**config.mk**
```make
export PLATFORM = sky130hd
export DESIGN_NAME = execute
export DESIGN_NICKNAME = d
export VERILOG_FILES = /design/src/rtl/rv32i_types.sv /design/src/rtl/muldiv.sv /design/src/rtl/execute.sv
export SDC_FILE = /design/constraint.sdc
export NUM_CORES = 1
export LEC_CHECK = 0
export CORE_UTILIZATION = 40
export CTS_BUF_LIST = sky130_fd_sc_hd__clkbuf_4 sky130_fd_sc_hd__clkbuf_8
export DETAILED_ROUTE_END_ITERATION = 10
export GPL_TIMING_DRIVEN = 0
export PLACE_DENSITY = 0.66
export SYNTH_ARGS = -nofsm -noshare
export SYNTH_HDL_FRONTEND = slang
export SYNTH_SLANG_ARGS = --single-unit
```
**constraint.sdc**
```tcl
create_clock -name clk -period 13.6 [get_ports clk]
set_input_delay 2.04 -clock clk [delete_from_list [all_inputs] [get_ports clk]]
set_output_delay 2.04 -clock clk [all_outputs]
set_load 0.01 [all_outputs]
```
**src/rtl/rv32i_types.sv**
```systemverilog
// rv32i_types: shared types for the RV32I pipeline execute stage.
//   alu_ops          - ALU operation select
//   branch_funct3_t  - branch comparison select (RV32I funct3 encoding)
//   muldiv_op_t      - RV32M operation (RV32M funct3 encoding)
//   muldiv_state_t   - iterative multiply/divide FSM states
//   ctrl_t           - decoded control carried down the pipeline
//   stage_regs       - contents of a pipeline stage register
package rv32i_types;

  typedef enum logic [3:0] {
    ALU_ADD, ALU_SUB, ALU_SLL, ALU_SLT, ALU_SLTU,
    ALU_XOR, ALU_SRL, ALU_SRA, ALU_OR, ALU_AND
  } alu_ops;

  typedef enum logic [2:0] {
    BR_BEQ  = 3'b000,
    BR_BNE  = 3'b001,
    BR_BLT  = 3'b100,
    BR_BGE  = 3'b101,
    BR_BLTU = 3'b110,
    BR_BGEU = 3'b111
  } branch_funct3_t;

  typedef enum logic [2:0] {
    MD_MUL, MD_MULH, MD_MULHSU, MD_MULHU,
    MD_DIV, MD_DIVU, MD_REM, MD_REMU
  } muldiv_op_t;

  typedef enum logic [1:0] {IDLE, BUSY, DONE} muldiv_state_t;

  localparam int MULDIV_STEPS = 32;
  localparam int MULDIV_CNT_W = $clog2(MULDIV_STEPS);

  typedef struct packed {
    alu_ops         alu_op;
    logic           a_pc;        // operand A is pc instead of rs1
    logic           b_imm;       // operand B is imm instead of rs2
    logic           branch;
    branch_funct3_t br_funct3;
    logic           jal;
    logic           jalr;
    logic           md_en;       // RV32M multiply/divide op
    muldiv_op_t     md_op;
    logic           read_b;
    logic           write;
    logic           load_regfile;
  } ctrl_t;

  typedef struct packed {
    logic [31:0] pc;
    ctrl_t       ctrl;
    logic [31:0] rs1;
    logic [31:0] rs2;
    logic [31:0] imm;
    logic [4:0]  rd;
    logic [31:0] alu;
    logic        valid;
  } stage_regs;

endpackage

```
**src/rtl/muldiv.sv**
```systemverilog
// muldiv: iterative RV32M multiply/divide unit (built only with RV32M_EN).
// Ports:
//   clk, reset (async, active-low)
//   start     - valid muldiv op present in EX this cycle
//   stall_in  - mem stall; result is held in DONE while high
//   op, a, b  - operation and forwarded operands (latched on issue)
//   stall     - unit busy, front of pipeline must hold
//   result    - final result, valid only in DONE (zero otherwise)
// Works on operand magnitudes: shift-add multiply or restoring divide,
// one step per cycle, with the sign applied once the steps finish.
module muldiv
  import rv32i_types::*;
(
  input  logic        clk,
  input  logic        reset,
  input  logic        start,
  input  logic        stall_in,
  input  muldiv_op_t  op,
  input  logic [31:0] a,
  input  logic [31:0] b,
  output logic        stall,
  output logic [31:0] result
);

  muldiv_state_t           state_q, state_d;
  logic [MULDIV_CNT_W-1:0] count_q, count_d;
  logic [63:0]             acc_q, acc_d;   // mul: {hi, lo}; div: {remainder, quotient}
  logic [31:0]             b_q, b_d;
  muldiv_op_t              op_q, op_d;
  logic                    neg_q, neg_d;   // negate product / quotient
  logic                    negr_q, negr_d; // negate remainder

  logic        a_neg, b_neg, is_div, div_zero, div_ovf;
  logic [31:0] a_mag, b_mag;
  logic [32:0] mul_sum, rem_sh, div_diff;
  logic [63:0] mul_next, div_next, prod;
  logic [31:0] quot, rem;

  assign a_neg    = a[31] & (op inside {MD_MUL, MD_MULH, MD_MULHSU, MD_DIV, MD_REM});
  assign b_neg    = b[31] & (op inside {MD_MUL, MD_MULH, MD_DIV, MD_REM});
  assign a_mag    = a_neg ? (32'd0 - a) : a;
  assign b_mag    = b_neg ? (32'd0 - b) : b;
  assign is_div   = op inside {MD_DIV, MD_DIVU, MD_REM, MD_REMU};
  assign div_zero = is_div && (b == 32'd0);
  assign div_ovf  = (op inside {MD_DIV, MD_REM}) && (a == 32'h8000_0000) && (b == 32'hFFFF_FFFF);

  // Multiply step: add multiplicand into the high half when the current
  // multiplier bit is set, then shift the whole accumulator right.
  assign mul_sum  = {1'b0, acc_q[63:32]} + (acc_q[0] ? {1'b0, b_q} : 33'd0);
  assign mul_next = {mul_sum, acc_q[31:1]};

  // Restoring divide step: shift the next dividend bit into the remainder,
  // keep the difference only if it did not borrow (bit 32 is the borrow).
  assign rem_sh   = {acc_q[63:32], acc_q[31]};
  assign div_diff = rem_sh - {1'b0, b_q};
  assign div_next = div_diff[32] ? {rem_sh[31:0], acc_q[30:0], 1'b0}
                                 : {div_diff[31:0], acc_q[30:0], 1'b1};

  always_comb begin
    state_d = state_q;
    count_d = count_q;
    acc_d   = acc_q;
    b_d     = b_q;
    op_d    = op_q;
    neg_d   = neg_q;
    negr_d  = negr_q;
    stall   = 1'b0;
    case (state_q)
      IDLE: begin
        if (start) begin
          stall   = 1'b1;
          op_d    = op;
          b_d     = b_mag;
          count_d = '0;
          if (div_zero) begin
            // Result preset; sign flags cleared so DONE passes it through.
            acc_d   = {a, 32'hFFFF_FFFF};
            neg_d   = 1'b0;
            negr_d  = 1'b0;
            state_d = DONE;
          end else if (div_ovf) begin
            acc_d   = {32'd0, 32'h8000_0000};
            neg_d   = 1'b0;
            negr_d  = 1'b0;
            state_d = DONE;
          end else begin
            acc_d   = {32'd0, a_mag};
            neg_d   = a_neg ^ b_neg;
            negr_d  = a_neg;
            state_d = BUSY;
          end
        end
      end
      BUSY: begin
        stall   = 1'b1;
        acc_d   = (op_q inside {MD_DIV, MD_DIVU, MD_REM, MD_REMU}) ? div_next : mul_next;
        count_d = count_q + 1'b1;
        if (count_q == MULDIV_CNT_W'(MULDIV_STEPS - 1)) begin
          state_d = DONE;
        end
      end
      DONE: begin
        // EX/MEM loads whenever mem is not stalling (stall is low here).
        if (!stall_in) begin
          state_d = IDLE;
        end
      end
      default: state_d = IDLE;
    endcase
  end

  always_ff @(posedge clk or negedge reset) begin
    if (!reset) begin
      state_q <= IDLE;
      count_q <= '0;
      acc_q   <= '0;
      b_q     <= '0;
      op_q    <= MD_MUL;
      neg_q   <= 1'b0;
      negr_q  <= 1'b0;
    end else begin
      state_q <= state_d;
      count_q <= count_d;
      acc_q   <= acc_d;
      b_q     <= b_d;
      op_q    <= op_d;
      neg_q   <= neg_d;
      negr_q  <= negr_d;
    end
  end

  assign prod = neg_q  ? (64'd0 - acc_q)        : acc_q;
  assign quot = neg_q  ? (32'd0 - acc_q[31:0])  : acc_q[31:0];
  assign rem  = negr_q ? (32'd0 - acc_q[63:32]) : acc_q[63:32];

  always_comb begin
    result = '0;
    if (state_q == DONE) begin
      case (op_q)
        MD_MUL:                        result = prod[31:0];
        MD_MULH, MD_MULHSU, MD_MULHU:  result = prod[63:32];
        MD_DIV, MD_DIVU:               result = quot;
        default:                       result = rem;
      endcase
    end
  end

endmodule

```
**src/rtl/execute.sv**
```systemverilog
// execute: EX stage of the five-stage RV32I pipeline.
// Ports:
//   clk, reset (async, active-low)
//   regs_in                  - ID/EX register contents
//   fwd_sel_rs1, fwd_sel_rs2 - 0/3 register, 1 fwd_mem, 2 fwd_wb
//   fwd_mem, fwd_wb          - forwarding sources
//   stall_in                 - mem stall, EX/MEM holds while high
//   regs_out                 - EX/MEM register (alu = result, rs2 = store data)
//   stall_out                - EX busy, IF/ID and ID/EX hold
//   br_taken, br_target      - combinational fetch redirect
// Build option: define RV32M_EN to include the muldiv unit; otherwise
// muldiv ops yield alu = 0 and stall_out stays low.
module execute
  import rv32i_types::*;
(
  input  logic        clk,
  input  logic        reset,
  input  stage_regs   regs_in,
  input  logic [1:0]  fwd_sel_rs1,
  input  logic [1:0]  fwd_sel_rs2,
  input  logic [31:0] fwd_mem,
  input  logic [31:0] fwd_wb,
  input  logic        stall_in,
  output stage_regs   regs_out,
  output logic        stall_out,
  output logic        br_taken,
  output logic [31:0] br_target
);

  logic [31:0] rs1_fwd, rs2_fwd, op_a, op_b, alu_res, ex_result, md_result;
  logic [4:0]  shamt;
  logic        md_stall, br_cond;
  stage_regs   regs_out_q, regs_out_d;

  always_comb begin
    case (fwd_sel_rs1)
      2'd1:    rs1_fwd = fwd_mem;
      2'd2:    rs1_fwd = fwd_wb;
      default: rs1_fwd = regs_in.rs1;
    endcase
    case (fwd_sel_rs2)
      2'd1:    rs2_fwd = fwd_mem;
      2'd2:    rs2_fwd = fwd_wb;
      default: rs2_fwd = regs_in.rs2;
    endcase
  end

  assign op_a  = regs_in.ctrl.a_pc  ? regs_in.pc  : rs1_fwd;
  assign op_b  = regs_in.ctrl.b_imm ? regs_in.imm : rs2_fwd;
  assign shamt = op_b[4:0];

  always_comb begin
    alu_res = '0;
    case (regs_in.ctrl.alu_op)
      ALU_ADD:  alu_res = op_a + op_b;
      ALU_SUB:  alu_res = op_a - op_b;
      ALU_SLL:  alu_res = op_a << shamt;
      ALU_SLT:  alu_res = {31'd0, $signed(op_a) < $signed(op_b)};
      ALU_SLTU: alu_res = {31'd0, op_a < op_b};
      ALU_XOR:  alu_res = op_a ^ op_b;
      ALU_SRL:  alu_res = op_a >> shamt;
      ALU_SRA:  alu_res = $unsigned($signed(op_a) >>> shamt);
      ALU_OR:   alu_res = op_a | op_b;
      ALU_AND:  alu_res = op_a & op_b;
      default:  alu_res = '0;
    endcase
  end

  // Branch compare always uses the forwarded registers, never pc/imm.
  always_comb begin
    br_cond = 1'b0;
    case (regs_in.ctrl.br_funct3)
      BR_BEQ:  br_cond = (rs1_fwd == rs2_fwd);
      BR_BNE:  br_cond = (rs1_fwd != rs2_fwd);
      BR_BLT:  br_cond = ($signed(rs1_fwd) <  $signed(rs2_fwd));
      BR_BGE:  br_cond = ($signed(rs1_fwd) >= $signed(rs2_fwd));
      BR_BLTU: br_cond = (rs1_fwd <  rs2_fwd);
      BR_BGEU: br_cond = (rs1_fwd >= rs2_fwd);
      default: br_cond = 1'b0;
    endcase
  end

  assign br_taken  = regs_in.valid & (regs_in.ctrl.jal | regs_in.ctrl.jalr |
                                      (regs_in.ctrl.branch & br_cond));
  assign br_target = regs_in.ctrl.jalr ? ((rs1_fwd + regs_in.imm) & ~32'd1)
                                       : (regs_in.pc + regs_in.imm);

`ifdef RV32M_EN
  muldiv u_muldiv (
    .clk      (clk),
    .reset    (reset),
    .start    (regs_in.valid & regs_in.ctrl.md_en),
    .stall_in (stall_in),
    .op       (regs_in.ctrl.md_op),
    .a        (rs1_fwd),
    .b        (rs2_fwd),
    .stall    (md_stall),
    .result   (md_result)
  );
`else
  assign md_stall  = 1'b0;
  assign md_result = '0;
`endif

  assign stall_out = md_stall;

  always_comb begin
    if (regs_in.ctrl.jal || regs_in.ctrl.jalr) begin
      ex_result = regs_in.pc + 32'd4;
    end else if (regs_in.ctrl.md_en) begin
      ex_result = md_result;
    end else begin
      ex_result = alu_res;
    end
  end

  always_comb begin
    regs_out_d = regs_out_q;
    if (!stall_in) begin
      regs_out_d     = regs_in;
      regs_out_d.rs2 = rs2_fwd;
      regs_out_d.alu = ex_result;
      // While EX is busy, feed mem a bubble so a store is never repeated.
      if (stall_out) begin
        regs_out_d.valid             = 1'b0;
        regs_out_d.ctrl.read_b       = 1'b0;
        regs_out_d.ctrl.write        = 1'b0;
        regs_out_d.ctrl.load_regfile = 1'b0;
      end
    end
  end

  always_ff @(posedge clk or negedge reset) begin
    if (!reset) begin
      regs_out_q <= '0;
    end else begin
      regs_out_q <= regs_out_d;
    end
  end

  assign regs_out = regs_out_q;

endmodule
```
==> results.md, run 1 <==
- Number of enable flip-flop cells after synthesis: 0
- Syn Nets: 3376
- Top FF cell, synth: dfrtp_1
- Detailed placer's ending HPWL: 105500 um
- Worst path bufs/invs: 6
- Hold Slack: 501.4 ps
- RSZ-0062 raised after global routing: no
- Routed Antenna Nets: 0
- Fillers: 5521
- Syn avg cell area: 7.697 um^2
- CP endpoint kind: output port
- Worst Hold Endpoint: regs_out[78]
- Die Wd: 238.7 um
- Slew HR: -8.998%
- Nets: 3846
- Residual DRC count: 0
- Hold wc startpoint: regs_out[78]
- Grt ovf: 0
- Crit path time final: 10450 ps
- Slew Limit Fails: 16
- Vias/cell: 6.500
- Min-delay worst type: reg -> reg
- CTS clk-pin slew, worst paths: 110 ps
- Family with the most delay on the worst path: compound AO/OA/AOI/OAI gates
- Largest register FFs: 185
- Largest net degree at the start of global routing: 102
- IO Port Bufs: 439
- Core Box Area: 55200 um^2
- Leakage: 0.01196 uW
- Max Cap Viol: 1
- Reg2reg start: regs_out[18]
- Layout cells sized above 1: 7.275%
- Initial antenna violation count: 5
- Cell area after synthesis: 22410 um^2
- Final period util: 76.81%
- Failing checks: capacitance limit, slew limit
- Top Ports: 475
- Final setup violation count: 0
- R2R Setup Slk: 11680 ps
- Status: finished, violations left
- Crit-path slowest cell: a2111oi_0
- Syn Inst Count: 2912
- First drt pass iteration count: 11
- Synth Register Bits: 185
- Register Area: 4629 um^2
- Ys Warns: 0
- Worst skew pair latency: 560 ps
- Starting Density: 40.60%
- Vias: 26950
- Post-CTS setup buffer count: 0
- RR Endpoint: regs_out[18]
- CTS buffer count: 17
- Final WL: 128500 um
- Dpl ws: 3304 ps
- Cts hold-fix bufs: 0
- Sequential element share of the synthesized area: 20.65%
- Hold path cells: 2
- Critical Path Max Stage Delay: 800 ps
- Final setup TNS: 0 ps
- Die area: 56980 um^2
- H-tree depth: 4
- CP Cell Sequence: clkdlybuf4s50_1 > inv_1 > ha_1 > buf_6 > clkbuf_1 > clkbuf_1 > o21ai_0 > ha_1 > a21oi_1 > o21ai_0 > a2111oi_0 > a211oi_1 > o221ai_1 > a21oi_1 > o21a_1 > o21ai_0 > a21oi_1 > o211ai_1 > clkdlybuf4s50_1
- Clock sinks: 185
- Worst path required time: 11560 ps
- Worst reg2reg path depth: 7
- CTS tree: yes
- GPL Wtd Cong: 1.127
- Area growth, synth to finish: 26.00%
- CTS max path bufs: 2
- Tot GR Track Use: 43.84%
- First-pass GRT wire length: 179200 um
- Maximum vdd drop: 77.97 uV
- # resized after CTS: 0
- Final Hold Violating Endpoints: 0
- Crit-path max FO: 10
- Die height: 238.7 um
- Starting DRT DRC Count: 3716
- Rows: 86
- DR WL/cell: 30.99 um
- Final WS setup: 3153 ps
- Asr flop ratio synth: 100.0%
- Area of the multi-input gates: 16360 um^2
- Startpoint types: primary input
- Vias in the first global route: 25450
- Critical path type: in -> out
- Power per standard cell area: 98.39 nW/um^2
- Crit path DAT: 8410 ps
- Worst-Margin Slew: 1635 ps
- Post-synthesis cell type count: 87
- Root buffer cell: clkbuf_8
- Clock skew: 0 ps
- Max Freq: 95.72 MHz
[power breakdown]
| part | internal [uW] | switching, uW |
|---|---|---|
| clock | 142 | 263 |
| sequential | 610 | 48.4 |
| combinational | 651 | 1060 |
[cell usage after synthesis, types with 25 or more instances]
cell	count	share of area, %
nand2_1	302	5.1
o21ai_0	279	6.2
nor2_1	261	4.4
a21oi_1	205	4.6
ha_1	204	11
dfrtp_1	185	21
inv_1	152	2.5
mux2i_1	128	5.7
clkbuf_1	126	2.1
mux2_2	107	5.4
xnor2_1	67	2.6
nor3_1	55	1.2
o211ai_1	49	1.6
a211oi_1	47	1.6
nand3_1	42	0.94
xor2_1	40	1.6
a21o_1	39	1.3
a22oi_1	39	1.3
nand2b_1	37	1.0
a221o_1	33	1.5
buf_2	33	0.74
o22ai_1	28	0.78
a31oi_1	25	0.70
[cell usage in the layout, fill, tap and decap left out, types with 37 or more instances in the layout]
master           synthesis  final
a21o_1                  39     39
nand3_1                 42     42
nor3_1                  55     54
o21ai_0                279    279
nand2_1                302    302
a21oi_1                205    205
clkdlybuf4s50_1          0    438
xor2_1                  40     40
xnor2_1                 67     67
a22oi_1                 39     39
mux2i_1                128    128
mux2_2                 107    107
clkbuf_1               126    126
inv_1                  152    152
buf_2                   33     41
o211ai_1                49     49
nor2_1                 261    261
dfrtp_1                185    185
ha_1                   204    204
nand2b_1                37     37
a211oi_1                47     47
[worst reg2reg max path, stage by stage, from the launching register on]
cell and delay [ps]:
dfrtp_1 480, nand2_1 100, o21ai_0 190, a211oi_1 380
o31ai_1 140, a21oi_1 140, o211ai_1 180, o22a_1 210
[layer usage]
| layer | up-vias | track usage (%) | share of wire [%] |
|---|---|---|---|
| li1 | 11630 | - | - |
| met1 | 12780 | 53.47 | 37 |
| met2 | 2079 | 68.38 | 44 |
| met3 | 457 | 10.81 | 11 |
| met4 | 4 | 29.14 | 7.8 |
| met5 | - | 0 | 0.018 |
[logic make-up (layout without fill, tap and decap cells)]
kind of cell	count (synthesis)	after routing	share of synthesized area (%)
AOI/OAI and AO/OA	995	995	29.06
and+or+nand+nor	830	830	16.63
buffers and inverters	348	831	6.392
muxes	238	238	11.33
adders and majority gates	208	208	11.75
DFF	185	185	20.65
xor gates and xnor gates	107	107	4.181
other	1	4	0.01673
[metrics by stage]
step | power, uW | cells | cell area, um^2 | utilization, %
after floorplan | 1587 | 2912 | 22410 | -
after global placement | 2305 | 4099 | 27740 | 50.26
after detailed placement | 2300 | 4110 | 27840 | 50.44
after CTS | 2709 | 4142 | 28220 | 51.13
after global routing | 2875 | 4145 | 28240 | 51.16
final | 2779 | 4146 | 28240 | 51.16
[layout make-up]
cell class                 instances  share of cell area (%)
multi-input combinational       2379                   57.93
sequential                       185                   16.39
timing repair buffer             451                   15.91
tap                              748                   3.314
buffer                           192                   2.990
inverter                         156                   2.082
clock buffer                      19                  0.9038
clock inverter                    13                  0.4475
antenna                            3                 0.02658
[worst max-delay path by stage]
stage,slack (ps),endpoint,cells after the start,from
after floorplan,5760,br_target[28],17,fwd_sel_rs1[0]
after global placement,2110,regs_out[150],1,reset
after detailed placement,3300,br_target[28],19,fwd_sel_rs1[0]
after CTS,3280,br_target[28],19,fwd_sel_rs1[0]
after global routing,2730,br_target[28],19,fwd_sel_rs1[0]
final,3150,br_target[28],19,fwd_sel_rs1[0]
No activity file was read; power rests on OpenSTA's default activity.
==> run 2, diff against run 1 <==
--- a/config.mk
+++ b/config.mk
@@ -9,7 +9,7 @@
 export CTS_BUF_LIST = sky130_fd_sc_hd__clkbuf_4 sky130_fd_sc_hd__clkbuf_8
 export DETAILED_ROUTE_END_ITERATION = 10
 export GPL_TIMING_DRIVEN = 0
-export PLACE_DENSITY = 0.66
+export PLACE_DENSITY = 0.69
 export SYNTH_ARGS = -nofsm -noshare
 export SYNTH_HDL_FRONTEND = slang
 export SYNTH_SLANG_ARGS = --single-unit
==> constraint.sdc (replaced) <==
create_clock -name clk -period 9.21 [get_ports clk]
set_input_delay 1.3815 -clock clk [delete_from_list [all_inputs] [get_ports clk]]
set_output_delay 1.3815 -clock clk [all_outputs]
set_load 0.01 [all_outputs]
==> run 2 against run 1 <==
Against the previous run: the flow still finishes with violations (capacitance limit, slew limit); combinational power is 51% higher; sequential power is 48% higher; largest power group unchanged; utilization is 0.10 points higher; first-iteration DRC count is 9.1% lower; via count is 1.2% higher; highest routed layer unchanged; worst hold slack worse by 8.2 ps; final area is 0.20% higher; critical path depth stayed put; largest cell class unchanged.
==> results.md, run 2 (same netlist as run 1, synthesis figures left out) <==
- Status: finished, violations left (unchanged)
- Failing checks: capacitance limit, slew limit (unchanged)
- Post-CTS setup buffer count: 0 (unchanged)
- Residual DRC count: 0 (unchanged)
- Family with the most delay on the worst path: buffers and inverters (was compound AO/OA/AOI/OAI gates)
- Leakage: 0.01199 uW (was 0.01196 uW)
- Area growth, synth to finish: 26.26% (was 26.00%)
- Initial antenna violation count: 9 (was 5)
- Clock skew: 0 ps (unchanged)
- Max Cap Viol: 2 (was 1)
- Max Freq: 111.0 MHz
- Vias/cell: 6.567 (was 6.500)
- Layout cells sized above 1: 7.357% (was 7.275%)
- Grt ovf: 0 (unchanged)
- Power per standard cell area: 148.2 nW/um^2 (was 98.39 nW/um^2)
- CTS tree: yes (unchanged)
- Worst path required time: 7830 ps (was 11560 ps)
- H-tree depth: 4 (unchanged)
- Final setup violation count: 0 (unchanged)
- CP Cell Sequence: clkdlybuf4s50_1 > inv_1 > ha_1 > buf_6 > clkbuf_1 > clkbuf_1 > o21ai_0 > ha_1 > a21oi_1 > o21ai_0 > a2111oi_1 > a211oi_1 > nor3_1 > o21bai_1 > a21oi_1 > xnor2_1 > nand2_1 > o21ai_0 > clkdlybuf4s50_1 (was clkdlybuf4s50_1 > inv_1 > ha_1 > buf_6 > clkbuf_1 > clkbuf_1 > o21ai_0 > ha_1 > a21oi_1 > o21ai_0 > a2111oi_0 > a211oi_1 > o221ai_1 > a21oi_1 > o21a_1 > o21ai_0 > a21oi_1 > o211ai_1 > clkdlybuf4s50_1)
- RSZ-0062 raised after global routing: no (unchanged)
- Nets: 3849 (was 3846)
- Largest net degree at the start of global routing: 108 (was 102)
- Final period util: 97.82%
- Final WL: 136600 um (was 128500 um)
- Vias in the first global route: 26060 (was 25450)
- Cts hold-fix bufs: 0 (unchanged)
- DR WL/cell: 32.91 um (was 30.99 um)
- Largest register FFs: 185 (unchanged)
- GPL Wtd Cong: 1.099 (was 1.127)
- Die area: 56980 um^2 (unchanged)
- Crit-path max FO: 10 (unchanged)
- Slew HR: -3.424% (was -8.998%)
- Fillers: 5526 (was 5521)
- CTS buffer count: 17 (unchanged)
- Tot GR Track Use: 47.10% (was 43.84%)
- Root buffer cell: clkbuf_8 (unchanged)
- Clock sinks: 185 (unchanged)
- First-pass GRT wire length: 190200 um (was 179200 um)
- Critical path type: in -> out (unchanged)
- Maximum vdd drop: 113.1 uV (was 77.97 uV)
- CTS clk-pin slew, worst paths: 120 ps (was 110 ps)
- IO Port Bufs: 439 (unchanged)
- Critical Path Start: fwd_sel_rs1[0] (unchanged)
- # resized after CTS: 0 (unchanged)
- Area of the multi-input gates: 16360 um^2 (about the same)
- Starting DRT DRC Count: 3377 (was 3716)
- Crit path time final: 9010 ps
- Crit-path slowest cell: clkdlybuf4s50_1 (was a2111oi_0)
- Final setup TNS: 0 ps (unchanged)
- First drt pass iteration count: 7 (was 11)
- Startpoint types: primary input (unchanged)
- Worst skew pair latency: 540 ps (was 560 ps)
- Detailed placer's ending HPWL: 111900 um (was 105500 um)
- Min-delay worst type: reg -> reg (unchanged)
- CP endpoint kind: output port (unchanged)
- Commonest non-fill, non-tap cells in the layout: 438 x clkdlybuf4s50_1, 302 x nand2_1, 279 x o21ai_0 (unchanged)
- Vias: 27260 (was 26950)
- Final Hold Violating Endpoints: 0 (unchanged)
- Crit path DAT: 7630 ps (was 8410 ps)
- Worst path bufs/invs: 6 (unchanged)
- Worst-Margin Slew: 1535 ps (was 1635 ps)
- Crit path top cell by count: o21ai_0
- Rows: 86 (unchanged)
- CTS max path bufs: 2 (unchanged)
- Starting Density: 40.60% (unchanged)
- Commonest non-fill, non-tap cell in the layout: clkdlybuf4s50_1 (unchanged)
- Die height: 238.7 um (unchanged)
- Critical Path Max Stage Delay: 740 ps (was 800 ps)
- Reg2reg start: regs_out[18] (unchanged)
- Slew Limit Fails: 6 (was 16)
- Hold Slack: 493.2 ps (was 501.4 ps)
- Core Box Area: 55200 um^2 (unchanged)
- Register Area: 4629 um^2 (unchanged)
- Routed Antenna Nets: 0 (unchanged)
- Top Ports: 475 (unchanged)
- Die Wd: 238.7 um (unchanged)
- Hold wc startpoint: regs_out[153] (was regs_out[78])
## run 2: per-stage QoR
stage / instances / total power [uW] / setup WS (ps) / utilization, % / area [um^2]
global route: 4147 / 4338 / 31.92 / 51.25 / 28290
global placement: 4099 / 3460 / -1667 / 50.26 / 27740
floorplan: 2912 / 2344 / 2684 / - / 22410
CTS: 4142 / 4075 / 167.4 / 51.19 / 28260
finish: 4151 / 4193 / 200.4 / 51.27 / 28300
detailed placement: 4110 / 3448 / 206.2 / 50.43 / 27840
## run 2: path summary, 6_finish.rpt
path,depth (start not counted),to,slack [ps]
worst max-delay path,19,br_target[18],200
worst min-delay path,2,regs_out[153],490
worst max register to register,7,regs_out[18],6580
worst min register to register,2,regs_out[153],490
max in group asynchronous,2,regs_out[32],7340
min in group asynchronous,1,regs_out[57],770
## run 2: tightest hold or removal path: stages, from the launching register on
cell,delay (ps)
dfrtp_1,370
nand2_1,50
nand2_1,50
## run 2: routing by layer
| metal | part of all wire (%) | vias to the layer above | track usage (%) |
|---|---|---|---|
| li1 | - | 11650 | - |
| met1 | 36 | 12940 | 54.79 |
| met2 | 44 | 2055 | 72.90 |
| met3 | 11 | 610 | 12.59 |
| met4 | 9.6 | 6 | 38.11 |
| met5 | 0.027 | - | 0 |
## run 2: where the power goes
group / total (uW) / internal, uW / switching, uW
Clock: 626 / 270 / 357
Sequential: 976 / 901 / 75.5
Combinational: 2590 / 963 / 1630
Total: 4190 / 2130 / 2060
## run 2: area by class of cell
class | count | area share (%)
multi-input cells | 2379 | 57.83
inverters | 156 | 2.078
plain buffers | 192 | 2.984
clock buffers | 21 | 0.9992
clock inverters | 11 | 0.4731
well taps | 748 | 3.307
repair buffers | 454 | 15.93
flip-flops and latches | 185 | 16.36
diodes | 5 | 0.04421
